**src/rtl/dll_phy_code_tracker_if.sv**
```systemverilog
// Control and status bundle of the multi-channel DLL code tracker.
// The master drives calibration control and phase-detector samples; the slave returns codes and status.
interface dll_phy_code_tracker_if #(
  parameter int NumCh = 4,
  parameter int CodeW = 8
);
  logic                   cal_en_i;
  logic                   cal_start_i;
  logic [NumCh-1:0]       pd_valid_i;
  logic [NumCh-1:0]       pd_late_i;
  logic [NumCh*CodeW-1:0] code_o;
  logic [NumCh-1:0]       code_upd_o;
  logic [NumCh-1:0]       locked_o;
  logic [NumCh-1:0]       err_o;
  logic                   busy_o;

  modport master (
    output cal_en_i, cal_start_i, pd_valid_i, pd_late_i,
    input  code_o, code_upd_o, locked_o, err_o, busy_o
  );

  modport slave (
    input  cal_en_i, cal_start_i, pd_valid_i, pd_late_i,
    output code_o, code_upd_o, locked_o, err_o, busy_o
  );
endinterface

```
**src/rtl/dll_phy_code_tracker.sv**
```systemverilog
// Multi-channel DLL delay-code tracker: each channel votes on early/late samples,
// steps its code after a settle window, declares lock on reversals and flags saturation.
module dll_phy_code_tracker #(
  parameter int NumCh         = 4,
  parameter int CodeW         = 8,
  parameter int InitCode      = 128,
  parameter int SettleCycles  = 8,
  parameter int FilterDepth   = 4,
  parameter int LockReversals = 3,
  parameter int LockLossSteps = 4
) (
  input logic                   clk_i,
  input logic                   rst_i,
  dll_phy_code_tracker_if.slave cal_bus
);

  localparam int AccW  = $clog2(FilterDepth) + 2;
  localparam int SetW  = $clog2(SettleCycles + 1);
  localparam int RevW  = $clog2(LockReversals + 1);
  localparam int SameW = $clog2(LockLossSteps + 1);

  localparam logic signed [AccW-1:0] AccPos   = AccW'(FilterDepth);
  localparam logic signed [AccW-1:0] AccNeg   = AccW'(-FilterDepth);
  localparam logic signed [AccW-1:0] AccOne   = AccW'(1);
  localparam logic [SetW-1:0]        SetLast  = SetW'(SettleCycles - 1);
  localparam logic [SetW-1:0]        SetOne   = SetW'(1);
  localparam logic [RevW-1:0]        RevMax   = RevW'(LockReversals);
  localparam logic [RevW-1:0]        RevOne   = RevW'(1);
  localparam logic [SameW-1:0]       SameMax  = SameW'(LockLossSteps);
  localparam logic [SameW-1:0]       SameOne  = SameW'(1);
  localparam logic [CodeW-1:0]       CodeInit = CodeW'(InitCode);
  localparam logic [CodeW-1:0]       CodeMax  = {CodeW{1'b1}};
  localparam logic [CodeW-1:0]       CodeZero = {CodeW{1'b0}};
  localparam logic [CodeW-1:0]       CodeOne  = CodeW'(1);

  typedef enum logic [1:0] {
    IDLE   = 2'd0,
    SETTLE = 2'd1,
    SAMPLE = 2'd2,
    ERR    = 2'd3
  } state_t;

  state_t                  state_q    [NumCh];
  state_t                  state_d    [NumCh];
  logic [SetW-1:0]         set_cnt_q  [NumCh];
  logic [SetW-1:0]         set_cnt_d  [NumCh];
  logic signed [AccW-1:0]  acc_q      [NumCh];
  logic signed [AccW-1:0]  acc_d      [NumCh];
  logic signed [AccW-1:0]  acc_sum    [NumCh];
  logic [RevW-1:0]         rev_q      [NumCh];
  logic [RevW-1:0]         rev_d      [NumCh];
  logic [RevW-1:0]         rev_nxt    [NumCh];
  logic [SameW-1:0]        same_q     [NumCh];
  logic [SameW-1:0]        same_d     [NumCh];
  logic [SameW-1:0]        same_nxt   [NumCh];
  logic                    last_up_q  [NumCh];
  logic                    last_up_d  [NumCh];
  logic                    have_dir_q [NumCh];
  logic                    have_dir_d [NumCh];
  logic                    step_hit   [NumCh];
  logic                    step_up    [NumCh];
  logic [CodeW-1:0]        code_q     [NumCh];
  logic [CodeW-1:0]        code_d     [NumCh];
  logic                    upd_q      [NumCh];
  logic                    upd_d      [NumCh];
  logic                    locked_q   [NumCh];
  logic                    locked_d   [NumCh];
  logic                    err_q      [NumCh];
  logic                    err_d      [NumCh];
  logic                    busy_q;
  logic                    busy_d;

  function automatic logic [RevW-1:0] sat_rev(input logic [RevW-1:0] v);
    if (v == RevMax) begin
      return v;
    end else begin
      return v + RevOne;
    end
  endfunction

  function automatic logic [SameW-1:0] sat_same(input logic [SameW-1:0] v);
    if (v == SameMax) begin
      return v;
    end else begin
      return v + SameOne;
    end
  endfunction

  // State and output registers for every channel
  always_ff @(posedge clk_i or posedge rst_i) begin
    if (rst_i) begin
      for (int n = 0; n < NumCh; n++) begin
        state_q[n]    <= IDLE;
        set_cnt_q[n]  <= '0;
        acc_q[n]      <= '0;
        rev_q[n]      <= '0;
        same_q[n]     <= '0;
        last_up_q[n]  <= 1'b0;
        have_dir_q[n] <= 1'b0;
        code_q[n]     <= CodeInit;
        upd_q[n]      <= 1'b0;
        locked_q[n]   <= 1'b0;
        err_q[n]      <= 1'b0;
      end
      busy_q <= 1'b0;
    end else begin
      for (int n = 0; n < NumCh; n++) begin
        state_q[n]    <= state_d[n];
        set_cnt_q[n]  <= set_cnt_d[n];
        acc_q[n]      <= acc_d[n];
        rev_q[n]      <= rev_d[n];
        same_q[n]     <= same_d[n];
        last_up_q[n]  <= last_up_d[n];
        have_dir_q[n] <= have_dir_d[n];
        code_q[n]     <= code_d[n];
        upd_q[n]      <= upd_d[n];
        locked_q[n]   <= locked_d[n];
        err_q[n]      <= err_d[n];
      end
      busy_q <= busy_d;
    end
  end

  // Per-channel next state: disable beats start, start beats a threshold step
  always_comb begin
    busy_d = 1'b0;
    for (int n = 0; n < NumCh; n++) begin
      state_d[n]    = state_q[n];
      set_cnt_d[n]  = set_cnt_q[n];
      acc_d[n]      = acc_q[n];
      rev_d[n]      = rev_q[n];
      same_d[n]     = same_q[n];
      last_up_d[n]  = last_up_q[n];
      have_dir_d[n] = have_dir_q[n];
      code_d[n]     = code_q[n];
      upd_d[n]      = 1'b0;
      locked_d[n]   = locked_q[n];
      err_d[n]      = err_q[n];
      acc_sum[n]    = cal_bus.pd_late_i[n] ? (acc_q[n] - AccOne) : (acc_q[n] + AccOne);
      // Only an early vote can reach +FilterDepth, so the step goes up exactly when not late
      step_up[n]    = ~cal_bus.pd_late_i[n];
      step_hit[n]   = (state_q[n] == SAMPLE) && cal_bus.pd_valid_i[n] &&
                      ((acc_sum[n] == AccPos) || (acc_sum[n] == AccNeg));
      rev_nxt[n]    = sat_rev(rev_q[n]);
      same_nxt[n]   = sat_same(same_q[n]);

      if (!cal_bus.cal_en_i) begin
        state_d[n]   = IDLE;
        set_cnt_d[n] = '0;
        acc_d[n]     = '0;
        locked_d[n]  = 1'b0;
      end else if (cal_bus.cal_start_i) begin
        state_d[n]    = SETTLE;
        set_cnt_d[n]  = '0;
        acc_d[n]      = '0;
        rev_d[n]      = '0;
        same_d[n]     = '0;
        last_up_d[n]  = 1'b0;
        have_dir_d[n] = 1'b0;
        code_d[n]     = CodeInit;
        upd_d[n]      = 1'b1;
        locked_d[n]   = 1'b0;
        err_d[n]      = 1'b0;
      end else begin
        case (state_q[n])
          SETTLE: begin
            if (set_cnt_q[n] == SetLast) begin
              state_d[n]   = SAMPLE;
              set_cnt_d[n] = '0;
            end else begin
              set_cnt_d[n] = set_cnt_q[n] + SetOne;
            end
          end
          SAMPLE: begin
            if (step_hit[n]) begin
              acc_d[n] = '0;
              if (step_up[n] ? (code_q[n] != CodeMax) : (code_q[n] != CodeZero)) begin
                code_d[n]     = step_up[n] ? (code_q[n] + CodeOne) : (code_q[n] - CodeOne);
                upd_d[n]      = 1'b1;
                state_d[n]    = SETTLE;
                set_cnt_d[n]  = '0;
                last_up_d[n]  = step_up[n];
                have_dir_d[n] = 1'b1;
                if (!have_dir_q[n]) begin
                  same_d[n] = SameOne;
                end else if (step_up[n] != last_up_q[n]) begin
                  rev_d[n]  = rev_nxt[n];
                  same_d[n] = SameOne;
                  if (rev_nxt[n] == RevMax) begin
                    locked_d[n] = 1'b1;
                  end else begin
                    locked_d[n] = locked_q[n];
                  end
                end else begin
                  same_d[n] = same_nxt[n];
                  // A run of same-direction steps means the loop drifted away from the edge
                  if (locked_q[n] && (same_nxt[n] == SameMax)) begin
                    locked_d[n] = 1'b0;
                    rev_d[n]    = '0;
                  end else begin
                    locked_d[n] = locked_q[n];
                  end
                end
              end else begin
                err_d[n]    = 1'b1;
                locked_d[n] = 1'b0;
                state_d[n]  = ERR;
              end
            end else if (cal_bus.pd_valid_i[n]) begin
              acc_d[n] = acc_sum[n];
            end else begin
              acc_d[n] = acc_q[n];
            end
          end
          default: begin
            state_d[n] = state_q[n];
          end
        endcase
      end

      busy_d = busy_d | (state_d[n] == SETTLE) | (state_d[n] == SAMPLE);
    end
  end

  // Pack registered per-channel state onto the bus
  always_comb begin
    cal_bus.code_o     = '0;
    cal_bus.code_upd_o = '0;
    cal_bus.locked_o   = '0;
    cal_bus.err_o      = '0;
    for (int n = 0; n < NumCh; n++) begin
      cal_bus.code_o[n*CodeW +: CodeW] = code_q[n];
      cal_bus.code_upd_o[n]            = upd_q[n];
      cal_bus.locked_o[n]              = locked_q[n];
      cal_bus.err_o[n]                 = err_q[n];
    end
    cal_bus.busy_o = busy_q;
  end

endmodule
```
**src/flat_wrapper.sv**
```systemverilog
// flat-port wrapper written by rule: the top's interface ports become plain ports
module dll_phy_code_tracker_flat 
#(
  parameter int NumCh         = 4,
  parameter int CodeW         = 8,
  parameter int InitCode      = 128,
  parameter int SettleCycles  = 8,
  parameter int FilterDepth   = 4,
  parameter int LockReversals = 3,
  parameter int LockLossSteps = 4
)
  (clk_i, rst_i, cal_bus_cal_en_i, cal_bus_cal_start_i, cal_bus_pd_valid_i, cal_bus_pd_late_i, cal_bus_code_o, cal_bus_code_upd_o, cal_bus_locked_o, cal_bus_err_o, cal_bus_busy_o);
  dll_phy_code_tracker_if #(.NumCh(NumCh), .CodeW(CodeW)) cal_bus_i ();
  input logic clk_i;
  input logic rst_i;
  input wire logic [$bits(cal_bus_i.cal_en_i)-1:0] cal_bus_cal_en_i;
  input wire logic [$bits(cal_bus_i.cal_start_i)-1:0] cal_bus_cal_start_i;
  input wire logic [$bits(cal_bus_i.pd_valid_i)-1:0] cal_bus_pd_valid_i;
  input wire logic [$bits(cal_bus_i.pd_late_i)-1:0] cal_bus_pd_late_i;
  output wire logic [$bits(cal_bus_i.code_o)-1:0] cal_bus_code_o;
  output wire logic [$bits(cal_bus_i.code_upd_o)-1:0] cal_bus_code_upd_o;
  output wire logic [$bits(cal_bus_i.locked_o)-1:0] cal_bus_locked_o;
  output wire logic [$bits(cal_bus_i.err_o)-1:0] cal_bus_err_o;
  output wire logic [$bits(cal_bus_i.busy_o)-1:0] cal_bus_busy_o;
  assign cal_bus_i.cal_en_i = cal_bus_cal_en_i;
  assign cal_bus_i.cal_start_i = cal_bus_cal_start_i;
  assign cal_bus_i.pd_valid_i = cal_bus_pd_valid_i;
  assign cal_bus_i.pd_late_i = cal_bus_pd_late_i;
  assign cal_bus_code_o = cal_bus_i.code_o;
  assign cal_bus_code_upd_o = cal_bus_i.code_upd_o;
  assign cal_bus_locked_o = cal_bus_i.locked_o;
  assign cal_bus_err_o = cal_bus_i.err_o;
  assign cal_bus_busy_o = cal_bus_i.busy_o;
  dll_phy_code_tracker #(.NumCh(NumCh), .CodeW(CodeW), .InitCode(InitCode), .SettleCycles(SettleCycles), .FilterDepth(FilterDepth), .LockReversals(LockReversals), .LockLossSteps(LockLossSteps)) u_core (.clk_i(clk_i), .rst_i(rst_i), .cal_bus(cal_bus_i));
endmodule
```
**config.mk**
```make
export PLATFORM = sky130hd
export DESIGN_NAME = dll_phy_code_tracker_flat
export DESIGN_NICKNAME = d
export VERILOG_FILES = /design/src/rtl/dll_phy_code_tracker_if.sv /design/src/rtl/dll_phy_code_tracker.sv /design/src/flat_wrapper.sv
export SDC_FILE = /design/constraint.sdc
export NUM_CORES = 1
export LEC_CHECK = 0
export CAP_MARGIN = 10
export CORE_ASPECT_RATIO = 1.4
export CORE_UTILIZATION = 56
export DETAILED_ROUTE_END_ITERATION = 16
export DONT_BUFFER_PORTS = 1
export PLACE_DENSITY = 0.74
export SETUP_SLACK_MARGIN = 0.15
export SLEW_MARGIN = 25
export SYNTH_ARGS = -nofsm -noshare
export SYNTH_HDL_FRONTEND = slang
export SYNTH_SLANG_ARGS = --single-unit
```
**constraint.sdc**
```tcl
create_clock -name clk_i -period 4.6 [get_ports clk_i]
set_input_delay 0.46 -clock clk_i [delete_from_list [all_inputs] [get_ports clk_i]]
set_output_delay 0.46 -clock clk_i [all_outputs]
set_load 0.005 [all_outputs]
```
==> results of run 1 <==
-- cells by family after synthesis --
kind of cell,share of synthesized area
AOI/OAI and AO/OA,0.202
xor gates and xnor gates,0.0514
adders and majority gates,0.114
buffers and inverters,0.0449
DFF,0.384
muxes,0.00898
and+or+nand+nor,0.195
-- placed cells by master, fill, tap and decap left out, drive strengths merged, types with 5 or more instances in the layout --
cell type / Yosys / routed
a211oi: 9 / 9
a21o: 17 / 17
a21oi: 62 / 62
a22o: 5 / 5
a31oi: 10 / 10
clkbuf: 13 / 9
dfrtp: 105 / 105
fa: 8 / 8
ha: 52 / 52
inv: 50 / 53
nand2: 65 / 65
nand2b: 8 / 8
nand3: 18 / 18
nand3b: 9 / 9
nand4: 13 / 13
nor2: 75 / 75
nor2b: 6 / 6
nor3: 27 / 27
nor3b: 5 / 5
nor4: 9 / 9
o21ai: 64 / 64
o21bai: 5 / 5
o22ai: 5 / 5
o31ai: 6 / 6
or2: 5 / 5
or4: 6 / 6
xnor2: 15 / 15
xor2: 16 / 16
-- power groups by stage --
stage	clock, W	sequential, W	combinational (W)
after floorplan	0	0.00102	0.000143
after global placement	0	0.00103	0.000163
after detailed placement	0	0.00103	0.000170
after CTS	0.000765	0.00101	0.000172
after global routing	0.000798	0.00101	0.000193
final	0.000759	0.00101	0.000170
-- how the worst max path moves through the flow --
stage                                            from                               endpoint  slack, ns  cells past startpoint
after global routing      u_core.acc_q[0]$_DFFE_PP0P_  u_core.cal_bus.code_o[31]$_DFFE_PP1P_       1.52                      8
after detailed placement         cal_bus_pd_late_i[3]  u_core.cal_bus.code_o[31]$_DFFE_PP1P_       1.63                      8
final                     u_core.acc_q[0]$_DFFE_PP0P_  u_core.cal_bus.code_o[31]$_DFFE_PP1P_       1.65                      8
after CTS                 u_core.acc_q[0]$_DFFE_PP0P_  u_core.cal_bus.code_o[31]$_DFFE_PP1P_       1.66                      8
after floorplan                                 rst_i            u_core.acc_q[0]$_DFFE_PP0P_       1.27                      1
after global placement           cal_bus_pd_late_i[3]  u_core.cal_bus.code_o[31]$_DFFE_PP1P_       1.70                      8
-- per-stage QoR --
stage	utilization	setup WS [ns]	hold slack, ns	std cells
6_report	0.603	1.65	0.119	920
3_3_place_gp	0.581	1.70	0.486	904
5_1_grt	0.603	1.52	0.184	920
4_1_cts	0.603	1.66	0.152	920
2_1_floorplan	-	1.27	0.469	778
3_5_place_dp	0.581	1.63	0.491	904
-- cell type report --
cell class	instances	area, um2
clock buffer	9	225
tap	150	188
timing repair buffer	2	15.0
clock inverter	7	56.3
fill	1056	4910
sequential	109	2730
multi-input combinational	593	4060
inverter	50	190
-- sequential cells by signal (all words and copies together), names as in the netlist --
signal                     count
u_core.same_q                 12
u_core.cal_bus.busy_o          1
u_core.rev_q                   8
u_core.acc_q                  12
u_core.cal_bus.code_o         32
u_core.last_up_q               4
u_core.cal_bus.locked_o        4
u_core.cal_bus.err_o           4
u_core.have_dir_q              4
u_core.cal_bus.code_upd_o      4
u_core.set_cnt_q              16
u_core.state_q                 8
-- worst max-delay path: cells and delay by family (launching register included) --
family / cells / cell delay (ns)
and+or+nand+nor: 3 / 1.07
DFF: 1 / 0.39
buffers and inverters: 1 / 0.07
xor gates and xnor gates: 1 / 0.39
adders and majority gates: 1 / 0.43
AOI/OAI and AO/OA: 2 / 0.51
-- routing by layer --
| layer | up-vias | part of all wire | GRT usage |
|---|---|---|---|
| li1 | 2790 | - | - |
| met1 | 2856 | 0.42 | 0.287 |
| met2 | 117 | 0.53 | 0.455 |
| met3 | 18 | 0.039 | 0.0433 |
| met4 | 0 | 0.016 | 0.0776 |
| met5 | - | 0 | 0 |
==> impl_metrics.tcl, run 1 <==
set metrics [dict create \
    final_nets 837 \
    synth_top_area_frac 0.370 \
    clockBufferDepth 2 \
    synth-edff-count 0 \
    clkTransAtPathRegs_ns 0.07 \
    antenna_found_initial 0 \
    num_vias 5781 \
    ir_drop_mv 0.163 \
    fp-row-count 48 \
    drc 0 \
    slew_violations 0 \
    drv_cap 0 \
    io_pins 57 \
    seq_area_frac_synth 0.384 \
    p_seq_frac 0.520 \
    htreeDepth 3 \
    setup_viol 0 \
    routed_wl_mm 15.6 \
    sw_frac_of_total 0.265 \
    cp_cell_sequence "inv_1, fa_1, xor3_1, or2_1, nor3_2, o21ai_1, or2_2, o2bb2ai_1" \
    r2r_cells 8 \
    post_cts_resized 0 \
    gr-total-overflow 0 \
    syn_area_um2 7110 \
    synth_flop_cell "dfrtp_1" \
    status "completed" \
    intPower_w 0.00142 \
    diodes 0 \
    max_slew_margin 0.360 \
    die_h_um 135 \
    syn_avg_cell_area_um2 9.14 \
    synth_top_cell_by_area "dfrtp_1" \
    cts.sinks 109 \
    grt_usage 0.245 \
    cp.arrival_ns 3.22 \
    ys_types 80 \
    core_um2 12400 \
    hpwlAfterDp_mm 11.2 \
    die_w_um 97.2 \
    worst_slew_pin_slew_ns 0.947 \
    yosysWarnings 0 \
    r2r_start "u_core.acc_q[0]$_DFFE_PP0P_" \
    synth_area_leaders "dfrtp_1 (37%), ha_1 (9.2%), o21ai_0 (4.4%), a21oi_1 (4.3%), nor2_1 (3.9%)" \
    worstSkewPairLatency_ns 0.36 \
    ctsHoldBuffers 0 \
    comb_power_share 0.088 \
    drive_gt1_frac 0.0675 \
    cts_tree "done" \
    hold_viol_final 0 \
    design_area_um2 7460 \
    synth-seq-cells 109 \
    grt_pass1_vias 5776 \
    startpoint_type "register" \
    postRouteAntennaNets 0 \
    cp_max_fo 12 \
    synthesis.nets 850 \
    skew_ns 0.00822 \
    placed_cell_area_um2 7180 \
    postCtsSetupRepairBufs 0 \
    drt_iter0_drc 262 \
    power.leakage_nw 3.36 \
    hp-class "input port to asynchronous set/reset pin" \
    p_per_area_nw_per_um2 259 \
    die_area_um2 13200 \
    synthTopCellsByCount "dfrtp_1 (105), nor2_1 (73), nand2_1 (65), o21ai_0 (62), a21oi_1 (61)" \
    io_buffer_count 0 \
    fmax_mhz 339 \
    crit_required_ns 4.88 \
    synth_most_common_cell "dfrtp_1" \
    cts_made_buffers 9 \
    place_congestion 0.856 \
    fin_total_pwr_w 0.00194 \
    synthArstFlopShare 1.00 \
    fin_crit_ns 2.95 \
    first_pass_iters 5 \
    critPathCaptureType "register" \
    power_frac_clock 0.392 \
    grt_pass1_wl_mm 26.7 \
    cp_slowest_cell "fa_1" \
    vias_per_cell 6.28 \
    synthCells 778 \
    max_stage_delay_ns 0.43 \
    rrSetupSlack_ns 1.65 \
    worstSetupPathType "register to register" \
    grt_max_degree 63 \
    switching_power_w 0.000514 \
    fin_setup_tns_ns 0 \
    fin_crit_sh 0.640 \
    rr_endpoint "u_core.cal_bus.code_o[31]$_DFFE_PP1P_" \
    wl_per_cell_um 16.9 \
    synthToLayoutAreaGrowth_pct 5.00 \
    start_util 0.575 \
    root_buffer "clkbuf_16" \
    rsz0062_at_grt "false" \
]
Note: power is estimated with default switching activity, not from simulation.
==> inputs of run 2 (changes only) <==
--- a/config.mk
+++ b/config.mk
@@ -10,7 +10,7 @@
 export CORE_UTILIZATION = 56
 export DETAILED_ROUTE_END_ITERATION = 16
 export DONT_BUFFER_PORTS = 1
-export PLACE_DENSITY = 0.74
+export PLACE_DENSITY = 0.77
 export SETUP_SLACK_MARGIN = 0.15
 export SLEW_MARGIN = 25
 export SYNTH_ARGS = -nofsm -noshare
==> constraint.sdc (replaced) <==
create_clock -name clk_i -period 2.4 [get_ports clk_i]
set_input_delay 0.24 -clock clk_i [delete_from_list [all_inputs] [get_ports clk_i]]
set_output_delay 0.24 -clock clk_i [all_outputs]
set_load 0.005 [all_outputs]
==> run 2 against run 1 <==
- worst setup slack worse by 1.6 ns
- first-iteration DRC count up 23%
- sequential power up 91%
- fmax up 27%
- sequential cell count unchanged
- final cell count up 8.2%
- non-clock buffer count up 75
- hold slack worse by 0.074 ns
- sequential share of layout area down 4.1 points
- design area up 13%
- clock power up 92%
- utilization up 7.8 points
- critical path type unchanged
- largest cell class unchanged
- highest routed layer unchanged
==> impl_metrics.tcl, run 2 (synthesized netlist as in run 1, its figures left out) <==
set metrics [dict create \
    status "completed" \
    drt_iter0_drc 321 \
    cp_cell_sequence "inv_2, fa_2, xor3_1, or2_4, o31a_4, o21ai_4, o41ai_2, a21o_1" \
    power.leakage_nw 3.79 \
    wl_per_cell_um 17.9 \
    drive_gt1_frac 0.204 \
    drv_cap 0 \
    place_congestion 0.836 \
    fin_crit_ns 2.32 \
    antenna_found_initial 0 \
    design_area_um2 8430 \
    hp-class "input port to register" \
    rsz0062_at_grt "true" \
    start_util 0.575 \
    num_vias 6263 \
    worstSetupPathType "register to register" \
    clkTransAtPathRegs_ns 0.07 \
    drc 0 \
    fin_total_pwr_w 0.00380 \
    grt_pass1_wl_mm 29.2 \
    critPathCaptureType "register" \
    io_pins 57 \
    setup_viol 0 \
    io_buffer_count 0 \
    final_nets 913 \
    max_slew_margin 0.563 \
    cts_made_buffers 9 \
    die_area_um2 13200 \
    finalHoldWorstSlack_ns 0.0448 \
    cts.sinks 109 \
    postRouteAntennaNets 0 \
    grt_usage 0.270 \
    vias_per_cell 6.29 \
    hpwlAfterDp_mm 11.9 \
    cp_max_fo 7 \
    p_per_area_nw_per_um2 450 \
    startpoint_type "register" \
    final_common_cell "dfrtp_1" \
    die_w_um 97.2 \
    placed_cell_area_um2 7540 \
    skew_ns 0.00738 \
    crit_family "compound AO/OA/AOI/OAI gates" \
    grt_pass1_vias 6371 \
    hold_viol_final 0 \
    fin_setup_tns_ns 0 \
    routed_wl_mm 17.8 \
    htreeDepth 3 \
    clockBufferDepth 2 \
    slew_violations 0 \
    mostFrequentLayoutCells "dfrtp_1 (101), nor2_1 (70), nand2_1 (63), buf_4 (63)" \
    diodes 0 \
    worst_slew_pin_slew_ns 0.654 \
    first_pass_iters 4 \
    fmax_mhz 431 \
    gr-total-overflow 0 \
    worstSkewPairLatency_ns 0.35 \
    cp_num_buf_inv 1 \
    die_h_um 135 \
    core_um2 12400 \
    ir_drop_mv 0.316 \
    largest_reg_flops 32 \
    synthToLayoutAreaGrowth_pct 18.6 \
    crit_required_ns 2.65 \
    max_stage_delay_ns 0.40 \
    root_buffer "clkbuf_16" \
    grt_max_degree 64 \
    fin_crit_sh 0.967 \
    cts_tree "done" \
    fillerInstances 914 \
    cp.arrival_ns 2.57 \
    cp_slowest_cell "fa_2" \
    fp-row-count 48 \
]
run 2: cell types whose count changed in the layout (fill, tap and decap cells not counted), moves of 5 or more:
cell,change
buf_6,+6
dlygate4sd3_1,+7
buf_4,+61
o21ai_0,-5
run 2: power breakdown:
part	switching, W	internal [W]
registers	0.0000460	0.00189
clock network	0.000654	0.000805
logic	0.000234	0.000170
run 2: repair_timing:
item / in CTS / in global routing
endpoints found under the hold margin: 28 / 0
gates cloned: 0 / 1
pin swaps: 9 / 24
hold buffers: 7 / 0
setup endpoints to repair: 35 / 59
buffers inserted: 10 / 18
gates resized for setup: 20 / 54
run 2: final timing paths:
kind,slack [ns],to,startpoint,cells after the start
setup / recovery,0.08,u_core.set_cnt_q[3]$_DFFE_PP0P_,u_core.acc_q[1]$_DFFE_PP0P_,8
hold / removal,0.04,u_core.rev_q[7]$_DFFE_PP0P_,cal_bus_cal_en_i,2
setup reg to reg,0.08,u_core.set_cnt_q[3]$_DFFE_PP0P_,u_core.acc_q[1]$_DFFE_PP0P_,8
hold reg to reg,0.51,u_core.last_up_q[2]$_DFFE_PP0P_,u_core.last_up_q[2]$_DFFE_PP0P_,2
max in group asynchronous,1.22,u_core.cal_bus.code_o[15]$_DFFE_PP1P_,rst_i,3
min in group asynchronous,0.42,u_core.cal_bus.code_o[21]$_DFFE_PP0P_,rst_i,2
run 2: stage by stage:
| stage | setup slack [ns] | util | cells |
|---|---|---|---|
| final | 0.0784 | 0.682 | 995 |
| after global routing | 0.0114 | 0.682 | 995 |
| after CTS | 0.0924 | 0.650 | 976 |
| after detailed placement | -0.0197 | 0.609 | 944 |
| after global placement | 0.101 | 0.609 | 944 |
| after floorplan | 0.145 | - | 778 |
run 2: layout make-up:
class                   instances  area [um2]  share of cell area
clock buffers                  13         240              0.0285
clock inverters                 2        35.0             0.00415
inverters                      50         191              0.0227
multi-input cells             594        4410               0.523
flip-flops and latches        109        2740               0.325
well taps                     150         188              0.0223
repair buffers                 77         631              0.0748
run 2: metal layers:
metal | up-vias | part of all wire | GRT usage
met4 | 0 | 0.031 | 0.105
met2 | 164 | 0.54 | 0.504
met3 | 52 | 0.040 | 0.0506
met5 | - | 0 | 0
li1 | 2953 | - | -
met1 | 3094 | 0.39 | 0.305
==> inputs of run 3 (changes only) <==
--- a/config.mk
+++ b/config.mk
@@ -11,7 +11,9 @@
 export DETAILED_ROUTE_END_ITERATION = 16
 export DONT_BUFFER_PORTS = 1
 export PLACE_DENSITY = 0.77
+export REMOVE_ABC_BUFFERS = 1
 export SETUP_SLACK_MARGIN = 0.15
+export SKIP_LAST_GASP = 1
 export SLEW_MARGIN = 25
 export SYNTH_ARGS = -nofsm -noshare
 export SYNTH_HDL_FRONTEND = slang
==> constraint.sdc (replaced) <==
create_clock -name clk_i -period 2.4 [get_ports clk_i]
set_input_delay 0.24 -clock clk_i [delete_from_list [all_inputs] [get_ports clk_i]]
set_output_delay 0.24 -clock clk_i [all_outputs]
set_load 0.05 [all_outputs]
==> run 3 against run 2 <==
- clock-buffer cell count shrank 4
- sequential power is essentially flat
- critical path depth grew 1
- sequential cell count is the same
- sequential share of layout area shrank 1.8 points
- highest routed layer unchanged
- via count grew 4.2%
- first-iteration DRC count grew 7.8%
- wire length grew 2.8%
- utilization grew 3.9 points
==> impl_metrics.tcl, run 3 (synthesized netlist as in run 1, its figures left out) <==
set metrics [dict create \
    status "completed" \
    worstSetupPathType "register to register" \
    hp-class "input port to register" \
    grt_pass1_wl_mm 29.3 \
    startpoint_type "register" \
    fin_crit_ns 2.32 \
    crit_required_ns 2.69 \
    postRouteAntennaNets 0 \
    clockBufferDepth 2 \
    slew_violations 0 \
    hold_viol_final 0 \
    drt_iter0_drc 346 \
    dp_cells 993 \
    diodes 0 \
    grt_max_degree 49 \
    critPathCaptureType "register" \
    timing.final.ws_setup_ns 0.0803 \
    io_pins 57 \
    worst_hold_path.endpoint "u_core.rev_q[2]$_DFFE_PP0P_" \
    final_common_cell "buf_4" \
    fin_crit_sh 0.967 \
    synthToLayoutAreaGrowth_pct 25.4 \
    r2r_cells 9 \
    ir_drop_mv 0.326 \
    die_w_um 97.2 \
    skew_ns 0.00860 \
    cts_tree "done" \
    cp.arrival_ns 2.61 \
    grt_usage 0.271 \
    gr-total-overflow 0 \
    rsz0062_at_grt "true" \
    hpwlAfterDp_mm 12.1 \
    power.leakage_nw 4.07 \
    wl_per_cell_um 17.5 \
    place_congestion 0.845 \
    instances_no_fill 1047 \
    grt_pass1_vias 6442 \
    start_util 0.575 \
    drive_gt1_frac 0.263 \
    drv_cap 0 \
    rr_endpoint "u_core.cal_bus.locked_o[1]$_DFFE_PP0P_" \
    multiInputGateArea_um2 4460 \
    max_slew_margin 0.532 \
    core_um2 12400 \
    cts.sinks 109 \
    mostFrequentLayoutCells "buf_4 (111), dfrtp_1 (102), nor2_1 (72), nand2_1 (62), a21oi_1 (55)" \
    setup_viol 0 \
    routed_wl_mm 18.3 \
    hp-start "cal_bus_cal_start_i" \
    p_per_area_nw_per_um2 434 \
    min_path_cells 1 \
    startpoint "u_core.acc_q[8]$_DFFE_PP0P_" \
    worst_slew_pin_slew_ns 0.700 \
    detailedPlace.worstSlack_ns -0.164 \
    worstSkewPairLatency_ns 0.36 \
    register_area_um2 2740 \
    num_vias 6529 \
    final_nets 964 \
    r2r_start "u_core.acc_q[8]$_DFFE_PP0P_" \
    die_h_um 135 \
    vias_per_cell 6.24 \
    fmax_mhz 431 \
    cp_max_fo 7 \
    fp-row-count 48 \
    fillerInstances 874 \
    io_buffer_count 0 \
    drc 0 \
    rrSetupSlack_ns 0.08 \
    htreeDepth 3 \
    cts_made_buffers 9 \
    clkTransAtPathRegs_ns 0.07 \
    first_pass_iters 6 \
    largest_reg_flops 32 \
    root_buffer "clkbuf_16" \
    antenna_found_initial 0 \
    fin_setup_tns_ns 0 \
    die_area_um2 13200 \
]
==> run 3: cell count changes in the layout (fill, tap and decap cells not counted), sizes merged <==
cell and change:
buf +52, clkbuf -3, clkinvlp +3, clkinv +2
bufinv -1, dlygate4sd3 -1, inv +1, nand2 -1
==> run 3: how the worst max path moves through the flow <==
| stage | depth (start not counted) | slack [ns] | endpoint |
|---|---|---|---|
| 5_1_grt | 9 | -0.04 | u_core.cal_bus.locked_o[1]$_DFFE_PP0P_ |
| 3_3_place_gp | 9 | -0.08 | u_core.same_q[2]$_DFFE_PP0P_ |
| 3_5_place_dp | 9 | -0.16 | u_core.rev_q[1]$_DFFE_PP0P_ |
| 2_1_floorplan | 1 | -0.71 | u_core.acc_q[0]$_DFFE_PP0P_ |
| 4_1_cts | 10 | 0.06 | u_core.set_cnt_q[2]$_DFFE_PP0P_ |
| 6_report | 9 | 0.08 | u_core.cal_bus.locked_o[1]$_DFFE_PP0P_ |
==> run 3: timing repair <==
action,in CTS,in global routing
pin swaps,25,26
endpoints found under the hold margin,41,0
endpoints found under the setup margin,61,76
hold buffers,6,0
gates cloned,0,1
resized for setup,46,66
buffers inserted,17,14
==> run 3: layout make-up <==
| cell class | instances | share of cell area |
|---|---|---|
| Multi-Input combinational cell | 593 | 0.501 |
| Sequential cell | 109 | 0.307 |
| Timing Repair Buffer | 129 | 0.118 |
| Clock buffer | 9 | 0.0253 |
| Inverter | 50 | 0.0219 |
| Tap cell | 150 | 0.0211 |
| Clock inverter | 7 | 0.00589 |
==> run 3: routing by layer <==
metal  share of wire  routed length, um  global-route usage
met1            0.39               7070               0.307
met2            0.54               9960               0.505
met3           0.046                833              0.0501
met4           0.023                423               0.105
met5               0                  0                   0
==> run 3: power by group <==
group	switching [W]	leakage, nW	internal [W]
Sequential	0.0000632	1.48	0.00189
Clock	0.000722	0.124	0.000706
Combinational	0.000293	2.46	0.000196
==> run 3: worst max-delay path, stage by stage, from the launching register on <==
cell and delay [ns]:
dfrtp_1 0.40, fa_2 0.38, xor3_1 0.32, nand4_1 0.16, buf_6 0.18, nor2_1 0.16, nand2_2 0.16, buf_4 0.21
nor2_1 0.14, a32o_1 0.15
==> run 3: stage by stage <==
stage               instance area, um2  total power [W]   util  hold WS (ns)
floorplan                         6980          0.00227      -         0.326
global placement                  7860          0.00237  0.636         0.174
detailed placement                7860          0.00239  0.636         0.184
CTS                               8530          0.00383  0.690       0.00566
global route                      8910          0.00399  0.721       0.00353
finish                            8910          0.00387  0.721       0.00386
